### src/rtl/mmio_peripheral.sv
// mmio_peripheral: memory-mapped responder for the 0x400000xx window on the data bus.
// It holds a 32-bit reload timer with an interrupt, an LED latch, a raw 7-segment latch,
// an auto-scanning 4-digit hex display and a free-running systick counter.
// Reads are combinational. Writes commit on the rising clock edge.
//
// Ports:
//   clk       system clock
//   reset     synchronous, active-high reset
//   addr      byte address; addr[31:8] selects the block, addr[7:2] selects the word
//   wdata     store data
//   mem_read  load strobe
//   mem_write store strobe
//   hit       addr falls inside this block's window
//   rdata     read data; zero unless mem_read && hit
//   leds      LED latch
//   bcd7      segment drive, active-low {dp,g,f,e,d,c,b,a}
//   an        digit enables, active-low
//   irq       timer interrupt status (TCON[2])
module mmio_peripheral #(
    parameter logic [23:0] BASE_HI  = 24'h400000,
    parameter logic [15:0] SCAN_DIV = 16'd50000
) (
    input  logic        clk,
    input  logic        reset,
    input  logic [31:0] addr,
    input  logic [31:0] wdata,
    input  logic        mem_read,
    input  logic        mem_write,
    output logic        hit,
    output logic [31:0] rdata,
    output logic [7:0]  leds,
    output logic [7:0]  bcd7,
    output logic [3:0]  an,
    output logic        irq
);

    // Word offsets within the window.
    localparam logic [5:0] OffTh      = 6'd0;
    localparam logic [5:0] OffTl      = 6'd1;
    localparam logic [5:0] OffTcon    = 6'd2;
    localparam logic [5:0] OffLed     = 6'd3;
    localparam logic [5:0] OffDigi    = 6'd4;
    localparam logic [5:0] OffSystick = 6'd5;
    localparam logic [5:0] OffHex     = 6'd6;
    localparam logic [5:0] OffDctl    = 6'd7;

    logic [31:0] th_q, th_d;
    logic [31:0] tl_q, tl_d;
    logic [2:0]  tcon_q, tcon_d;
    logic [7:0]  led_q, led_d;
    logic [11:0] digi_q, digi_d;
    logic [31:0] systick_q, systick_d;
    logic [15:0] hex_q, hex_d;
    logic        dctl_q, dctl_d;
    logic [15:0] scan_cnt_q, scan_cnt_d;
    logic [1:0]  idx_q, idx_d;
    logic [3:0]  an_q, an_d;
    logic [7:0]  bcd7_q, bcd7_d;

    logic [5:0] off;
    logic       wr;
    logic       ovf;
    logic       unused_addr_lsb;

    assign hit             = (addr[31:8] == BASE_HI);
    assign off             = addr[7:2];
    assign wr              = mem_write && hit;
    assign unused_addr_lsb = ^addr[1:0];

    // Active-low gfedcba pattern for one hex digit.
    function automatic logic [6:0] seg7(input logic [3:0] v);
        logic [6:0] s;
        case (v)
            4'h0: s = 7'h40;
            4'h1: s = 7'h79;
            4'h2: s = 7'h24;
            4'h3: s = 7'h30;
            4'h4: s = 7'h19;
            4'h5: s = 7'h12;
            4'h6: s = 7'h02;
            4'h7: s = 7'h78;
            4'h8: s = 7'h00;
            4'h9: s = 7'h10;
            4'hA: s = 7'h08;
            4'hB: s = 7'h03;
            4'hC: s = 7'h46;
            4'hD: s = 7'h21;
            4'hE: s = 7'h06;
            default: s = 7'h0E;
        endcase
        return s;
    endfunction

    assign ovf = tcon_q[0] && (tl_q == 32'hFFFF_FFFF);

    always_comb begin
        th_d      = th_q;
        tl_d      = tl_q;
        tcon_d    = tcon_q;
        led_d     = led_q;
        digi_d    = digi_q;
        hex_d     = hex_q;
        dctl_d    = dctl_q;
        systick_d = systick_q + 32'd1;

        // Hardware timer update; a software write below takes precedence.
        if (tcon_q[0]) begin
            tl_d = ovf ? th_q : tl_q + 32'd1;
        end
        if (ovf && tcon_q[1]) begin
            tcon_d[2] = 1'b1;
        end

        if (wr) begin
            case (off)
                OffTh:   th_d   = wdata;
                OffTl:   tl_d   = wdata;
                // An overflow in the same cycle keeps the status set despite a clear.
                OffTcon: tcon_d = {wdata[2] | (ovf & tcon_q[1]), wdata[1:0]};
                OffLed:  led_d  = wdata[7:0];
                OffDigi: digi_d = wdata[11:0];
                OffHex:  hex_d  = wdata[15:0];
                OffDctl: dctl_d = wdata[0];
                default: ;
            endcase
        end
    end

    // Display scan and pin drive.
    always_comb begin
        scan_cnt_d = 16'd0;
        idx_d      = 2'd0;
        an_d       = digi_q[11:8];
        bcd7_d     = digi_q[7:0];
        if (dctl_q) begin
            if (scan_cnt_q == SCAN_DIV - 16'd1) begin
                scan_cnt_d = 16'd0;
                idx_d      = idx_q + 2'd1;
            end else begin
                scan_cnt_d = scan_cnt_q + 16'd1;
                idx_d      = idx_q;
            end
            an_d   = ~(4'b0001 << idx_q);
            bcd7_d = {1'b1, seg7(hex_q[{idx_q, 2'b00} +: 4])};
        end
    end

    always_comb begin
        rdata = 32'd0;
        if (mem_read && hit) begin
            case (off)
                OffTh:      rdata = th_q;
                OffTl:      rdata = tl_q;
                OffTcon:    rdata = {29'd0, tcon_q};
                OffLed:     rdata = {24'd0, led_q};
                OffDigi:    rdata = {20'd0, digi_q};
                OffSystick: rdata = systick_q;
                OffHex:     rdata = {16'd0, hex_q};
                OffDctl:    rdata = {31'd0, dctl_q};
                default:    rdata = 32'd0;
            endcase
        end
    end

    always_ff @(posedge clk) begin
        if (reset) begin
            th_q       <= 32'd0;
            tl_q       <= 32'd0;
            tcon_q     <= 3'd0;
            led_q      <= 8'd0;
            digi_q     <= 12'hFFF;
            systick_q  <= 32'd0;
            hex_q      <= 16'd0;
            dctl_q     <= 1'b0;
            scan_cnt_q <= 16'd0;
            idx_q      <= 2'd0;
            an_q       <= 4'hF;
            bcd7_q     <= 8'hFF;
        end else begin
            th_q       <= th_d;
            tl_q       <= tl_d;
            tcon_q     <= tcon_d;
            led_q      <= led_d;
            digi_q     <= digi_d;
            systick_q  <= systick_d;
            hex_q      <= hex_d;
            dctl_q     <= dctl_d;
            scan_cnt_q <= scan_cnt_d;
            idx_q      <= idx_d;
            an_q       <= an_d;
            bcd7_q     <= bcd7_d;
        end
    end

    assign leds = led_q;
    assign an   = an_q;
    assign bcd7 = bcd7_q;
    assign irq  = tcon_q[2];

endmodule
### config.mk
export PLATFORM = sky130hd
export DESIGN_NAME = mmio_peripheral
export DESIGN_NICKNAME = d
export VERILOG_FILES = /design/src/rtl/mmio_peripheral.sv
export SDC_FILE = /design/constraint.sdc
export NUM_CORES = 1
export LEC_CHECK = 0
export BUFFER_PORTS_ARGS = -buffer_cell sky130_fd_sc_hd__buf_4
export CORE_ASPECT_RATIO = 0.8
export CORE_MARGIN = 3
export CORE_UTILIZATION = 58
export CTS_CLUSTER_DIAMETER = 150
export CTS_CLUSTER_SIZE = 24
export DETAILED_ROUTE_END_ITERATION = 8
export MAX_ROUTING_LAYER = met4
export PLACE_DENSITY = 0.78
export SLEW_MARGIN = 5
export SYNTH_ARGS = -nofsm -noshare
export SYNTH_HDL_FRONTEND = slang
export SYNTH_SLANG_ARGS = --single-unit
### constraint.sdc
create_clock -name clk -period 2.8 [get_ports clk]
set_input_delay 0.28 -clock clk [delete_from_list [all_inputs] [get_ports clk]]
set_output_delay 0.28 -clock clk [all_outputs]
set_load 0.03 [all_outputs]
-- Yosys cells after proc, flatten, opt, wreduce, memory -nomap -nowiden
Memory sizes are Yosys's and may differ from the RTL's.
Cells that the tools add are included.
- bits in registers: 166
- bits in read-only memories: 112
- bits of input ports: 68
- output and inout port bits: 54
- logic and storage cells: 60
- memories kept: 1
- add/sub/neg operators: 4
- equal/unequal tests: 10
- shift-type cells: 2
- multiplexer cells: 11
- bitwise operators: 4
- reductions and logical operators: 14
- memory list (name ; words ; width ; read ports ; clocked after Yosys merged registers in ; write ports ; RTL line ; text):
    (name not given) ; 16 ; 7 ; 1 ; 0 ; 0 ; 73 ; case (v)
- operator list (kind ; count):
    case mux 32 bit (8 select lines) ; 1
    2-to-1 mux 32 bit ; 5
    adder 32 x 1 -> 32 bit (second input constant) ; 2
    equality test 32 bit (second input constant) ; 1
    equality test 24 x 23 -> 1 bit (second input constant) ; 1
    equality test 6 x 3 -> 1 bit (second input constant) ; 4
    adder 16 x 1 -> 16 bit (second input constant) ; 1
    equality test 16 bit (second input constant) ; 1
    indexed part select 16 x 5 -> 4 bit ; 1
    equality test 6 x 2 -> 1 bit (second input constant) ; 2
    AND reduction 2 bit ; 6
    2-to-1 mux 7 bit ; 1
    equality test 6 x 1 -> 1 bit (second input constant) ; 1
    zero test 6 bit ; 1
    2-to-1 mux 3 bit ; 2
    logical AND 1 bit ; 4
    2-to-1 mux 4 bit ; 1
    NOT 4 bit ; 1
    OR reduction 2 bit ; 2
    << shifter 1 x 2 -> 4 bit (first input constant) ; 1
    OR reduction 3 bit ; 1
    adder 2 x 1 -> 2 bit (second input constant) ; 1
    AND 1 bit ; 1
    2-to-1 mux 1 bit ; 1
    2 further kinds ; 2

-- Longest topological paths before layout
- depth in word-level cells: 6
- mapped depth: 9
- gate-level depth less buffers: 7

-- Least setup slack after synthesis
No wires, ideal clock.
- path kind: input to output
- from: input addr[27]
- to: output rdata[10]
- arrival: 2.370 ns
- data required time: 2.520 ns
- slack: 0.150 ns
- stages on the path: 6
- path buffers: 1
- path through: nor4b_1 nand4_1 nor2_1 nand3_1 clkbuf_1 a21oi_1
- longest elaborated chain between the ends: 3
- RTL lines (what ; RTL line ; text):
    from (decl) ; 25 ; input logic [31:0] addr,
    equality test 24 x 23 -> 1 bit ; 65 ; assign hit = (addr[31:8] == BASE_HI);
    via hit ; 29 ; output logic hit,
    logical AND 1 bit ; 150 ; if (mem_read && hit) begin
    2-to-1 mux 32 bit ; 150 ;
    to (decl) ; 30 ; output logic [31:0] rdata,
The timed path passes the listed nets, and every way through them passes these cells.

-- Final worst setup path
- from: input addr[5]
- to: output rdata[2]
- longest elaborated chain between the ends: 3
- elaborated cells between the ends (all ways): 10
- those cells by class: eq/ne (7); mux (2); reduce/logical (1)
- RTL lines (what ; RTL line ; text):
    equality test 6 x 3 -> 1 bit, or another cell as far along ; 151 ; case (off)
    case mux 32 bit (8 select lines) (*) ; 151 ;
    2-to-1 mux 32 bit (*) ; 150 ;
Mark *: on every way between the ends. The rest lies on a longest branch, timed or not.

==> results by group <==
Status
  – Status: completed

Clock network
  – CTS Root Cell: clkbuf_16
  – Max Root-Sink Buffers: 2
  – CTS resizes: 0
  – CTS tree: yes
  – Clk sinks: 166
  – CTS buffer count: 17
  – Clock latency at the later pin of the worst-skew pair: 0.43 ns
  – # Post-CTS Setup Buffers: 0
  – CTS H-tree lvls: 4
  – Clock Pin Slew Worst Setup and Hold Paths: 0.06 ns
  – CTS Hold Bufs: 0

Global route
  – Grt met3 use: 6.54%
  – Gr busiest metal: met2
  – Initial antenna violation count: 0
  – First-pass GRT wire length: 42000 µm
  – Maximum number of pins on one net before global-route repair: 98
  – Grt met1 use: 44.2%
  – GR Layer Usage met2: 44.9%
  – GR Util All Layers: 30.8%
  – GRT overflow: 0
  – Vias in the first global route: 7929

Setup path
  – R2r endpoint: tl_q[2]
  – Setup CP Type: input pin to primary output
  – Crit path max-delay family: simple AND/OR/NAND/NOR gates
  – CP startpoint: addr[5]
  – Worst Setup EP: rdata[2]
  – Worst path depth: 8
  – Crit-path most repeated cell: buf_4
  – R2R Setup Slk: 0.46 ns
  – Startpoint Class: input pin
  – R2R cell count: 8
  – CP peak stage delay: 0.38 ns
  – Crit path cell chain: buf_4 -> nor3_1 -> and2_1 -> and3b_1 -> buf_4 -> a222oi_1 -> a21oi_1 -> buf_4
  – Worst Path Required: 2.52 ns
  – WP data arrival: 2.11 ns
  – Endpoint type of the worst setup path: primary output
  – Slowest cell on the critical path: nor3_1
  – Buffers & Inverters on Critical Path: 3
  – Maximum fanout along the worst path: 15
  – Reg-to-Reg Start: tl_q[0]

Route
  – Drt total wl: 25800 µm
  – Drt first pass iters: 6
  – DR vias: 8527
  – Antenna-violating nets left: 0
  – Routed wire length per instance: 18.6 µm
  – Vias per inst: 6.15
  – First-iteration detailed-routing DRC count: 1104
  – DRC viols: 0

STA
  – Final setup fails: 0
  – Worst Max-Slew Pin Slew: 0.833 ns
  – Setup TNS: 0 ns
  – Max-slew violations: 0
  – RSZ-0062 raised after global routing: false
  – Final hold viol count: 0
  – Fin worst setup slack: 0.405 ns
  – Skew final: 0.00821 ns
  – Final worst path period need: 2.39 ns
  – Tcrit/Tclk final: 85.5%
  – Max frequency: 0.418 GHz
  – Rel. slew slack: 44.4%

Placed design
  – Final HPWL DP: 18100 µm
  – IO Port Bufs: 119
  – Routability cong.: 0.901
  – Setup slack at placement: 0.463 ns

Yosys
  – Register bit total from synthesis: 166
  – Distinct cells, synth: 65
  – Syn Std Cell Area: 9010 µm²
  – Cells after Synth: 1068
  – Post-synthesis sequential area ratio: 36.9%
  – Most frequent cells after synthesis: dfxtp_1, nor2_1, nand2_1, mux2i_1, a21oi_1
  – Post-synth EDFFs: 0
  – Area leader, netlist: dfxtp_1
  – Top-count cell post-synth: dfxtp_1
  – Mean Syn Cell Area: 8.44 µm²
  – Ys flop type: dfxtp_1
  – Post-synth top area share: 36.9%
  – Ys async rst share: 0%
  – Yosys warns: 0
  – Net Count, Synth: 1149
  – Synth area leaders: dfxtp_1, mux2i_1, nor2_1

Cells and area
  – Register area: 3320 µm²
  – Multi-input gate area: 5280 µm²
  – Final Net Count: 1244
  – Area growth, synth to finish: 18.7%
  – Share of cells above drive strength 1: 20.2%
  – Diodes inserted: 0
  – # fillers: 1221

Pwr
  – Combinational share of power: 4.3%
  – Switching Fraction: 23.3%
  – Clock power frac: 47.6%
  – Pwr Density: 461 nW/µm²
  – Switching power: 1150 µW
  – Internal power: 3780 µW
  – Lkg Pwr: 0.00391 µW
  – Reg power frac: 48.1%
  – Max IR drop VDD: 0.403 mV

Worst hold path
  – Min-Delay Path Class: input pin to register

Die
  – Core area: 15100 µm²
  – Die Span Y: 117 µm
  – DIE AREA: 17100 µm²
  – Die X: 145 µm
  – # IOs: 122
  – Initial Util: 59.6%
  – Cell Rows: 40

Flow run
  – Max-cap viol count: 0
-- worst min path at each step --
stage	start	to	slack, ns	cells past startpoint
5_1_grt	wdata[19]	tl_q[19]	0.06	3
6_report	wdata[19]	tl_q[19]	0.06	3
2_1_floorplan	wdata[19]	tl_q[19]	0.39	2
3_3_place_gp	scan_cnt_q[0]	scan_cnt_q[0]	0.44	1
4_1_cts	wdata[19]	tl_q[19]	0.05	3
3_5_place_dp	systick_q[0]	systick_q[0]	0.47	1
-- worst register-to-register path, delay by kind of cell, from the launching register on --
| kind | cells | cell delay, ns |
|---|---|---|
| AOI/OAI and AO/OA | 2 | 0.23 |
| adders and majority gates | 1 | 0.26 |
| buffers and inverters | 1 | 0.24 |
| DFF | 1 | 0.42 |
| and+or+nand+nor | 4 | 1.13 |
-- sequential cells by signal (all words and copies together) (netlist names) --
register    flops
an              4
bcd7            8
dctl_q          1
digi_q         12
hex_q          16
idx_q           2
leds            8
scan_cnt_q     16
systick_q      32
tcon_q          3
th_q           32
tl_q           32
-- stage by stage --
stage          util (%)  area (µm²)  total power (µW)  hold WS [ns]  cells
5_1_grt            70.8       10700              5060        0.0550   1386
3_5_place_dp       66.9       10100              2630         0.468   1354
6_report           70.8       10700              4930        0.0581   1386
3_3_place_gp       66.9       10100              2630         0.440   1354
4_1_cts            70.8       10700              4940        0.0525   1386
2_1_floorplan         -        9010              2510         0.387   1068
-- metal layers --
| metal | vias to the layer above | wire length, µm |
|---|---|---|
| li1 | 3977 | - |
| met1 | 4069 | 11700 |
| met2 | 427 | 11400 |
| met3 | 54 | 2310 |
| met4 | 0 | 439 |
| met5 | - | 0 |
-- power by group through the flow --
stage               sequential, µW  clock, µW  combinational, µW
finish                        2370       2350                212
global route                  2370       2470                227
CTS                           2370       2360                209
detailed placement            2420          0                208
global placement              2420          0                207
floorplan                     2420          0               88.4
-- cell families (layout without fill, tap and decap cells) --
family / Yosys count / count (layout) / synth area share [%]
and+or+nand+nor: 452 / 452 / 24.5
AOI/OAI and AO/OA: 185 / 185 / 13.5
DFF: 166 / 166 / 36.9
muxes: 101 / 101 / 12.9
buffers and inverters: 93 / 201 / 4.72
xor gates and xnor gates: 58 / 58 / 5.64
adders and majority gates: 13 / 13 / 1.81
-- cells in the final DEF (no fill, tap or decap), drive strengths merged, types with 19 or more instances in the layout --
cell type  instances
a21oi             57
a22oi             33
buf              150
dfxtp            166
inv               22
mux2              22
mux2i             69
nand2            120
nand3             31
nand4             25
nor2             159
nor3              21
o21ai             30
xnor2             19
xor2              39
-- area by class of cell --
class | instances | area share, %
clock buffers | 18 | 4.01
inverters | 19 | 0.667
repair buffers | 150 | 11.0
well taps | 210 | 2.46
multi-input cells | 809 | 49.4
clock inverters | 14 | 1.42
flip-flops and latches | 166 | 31.1
Note: power is estimated with default switching activity, not from simulation.
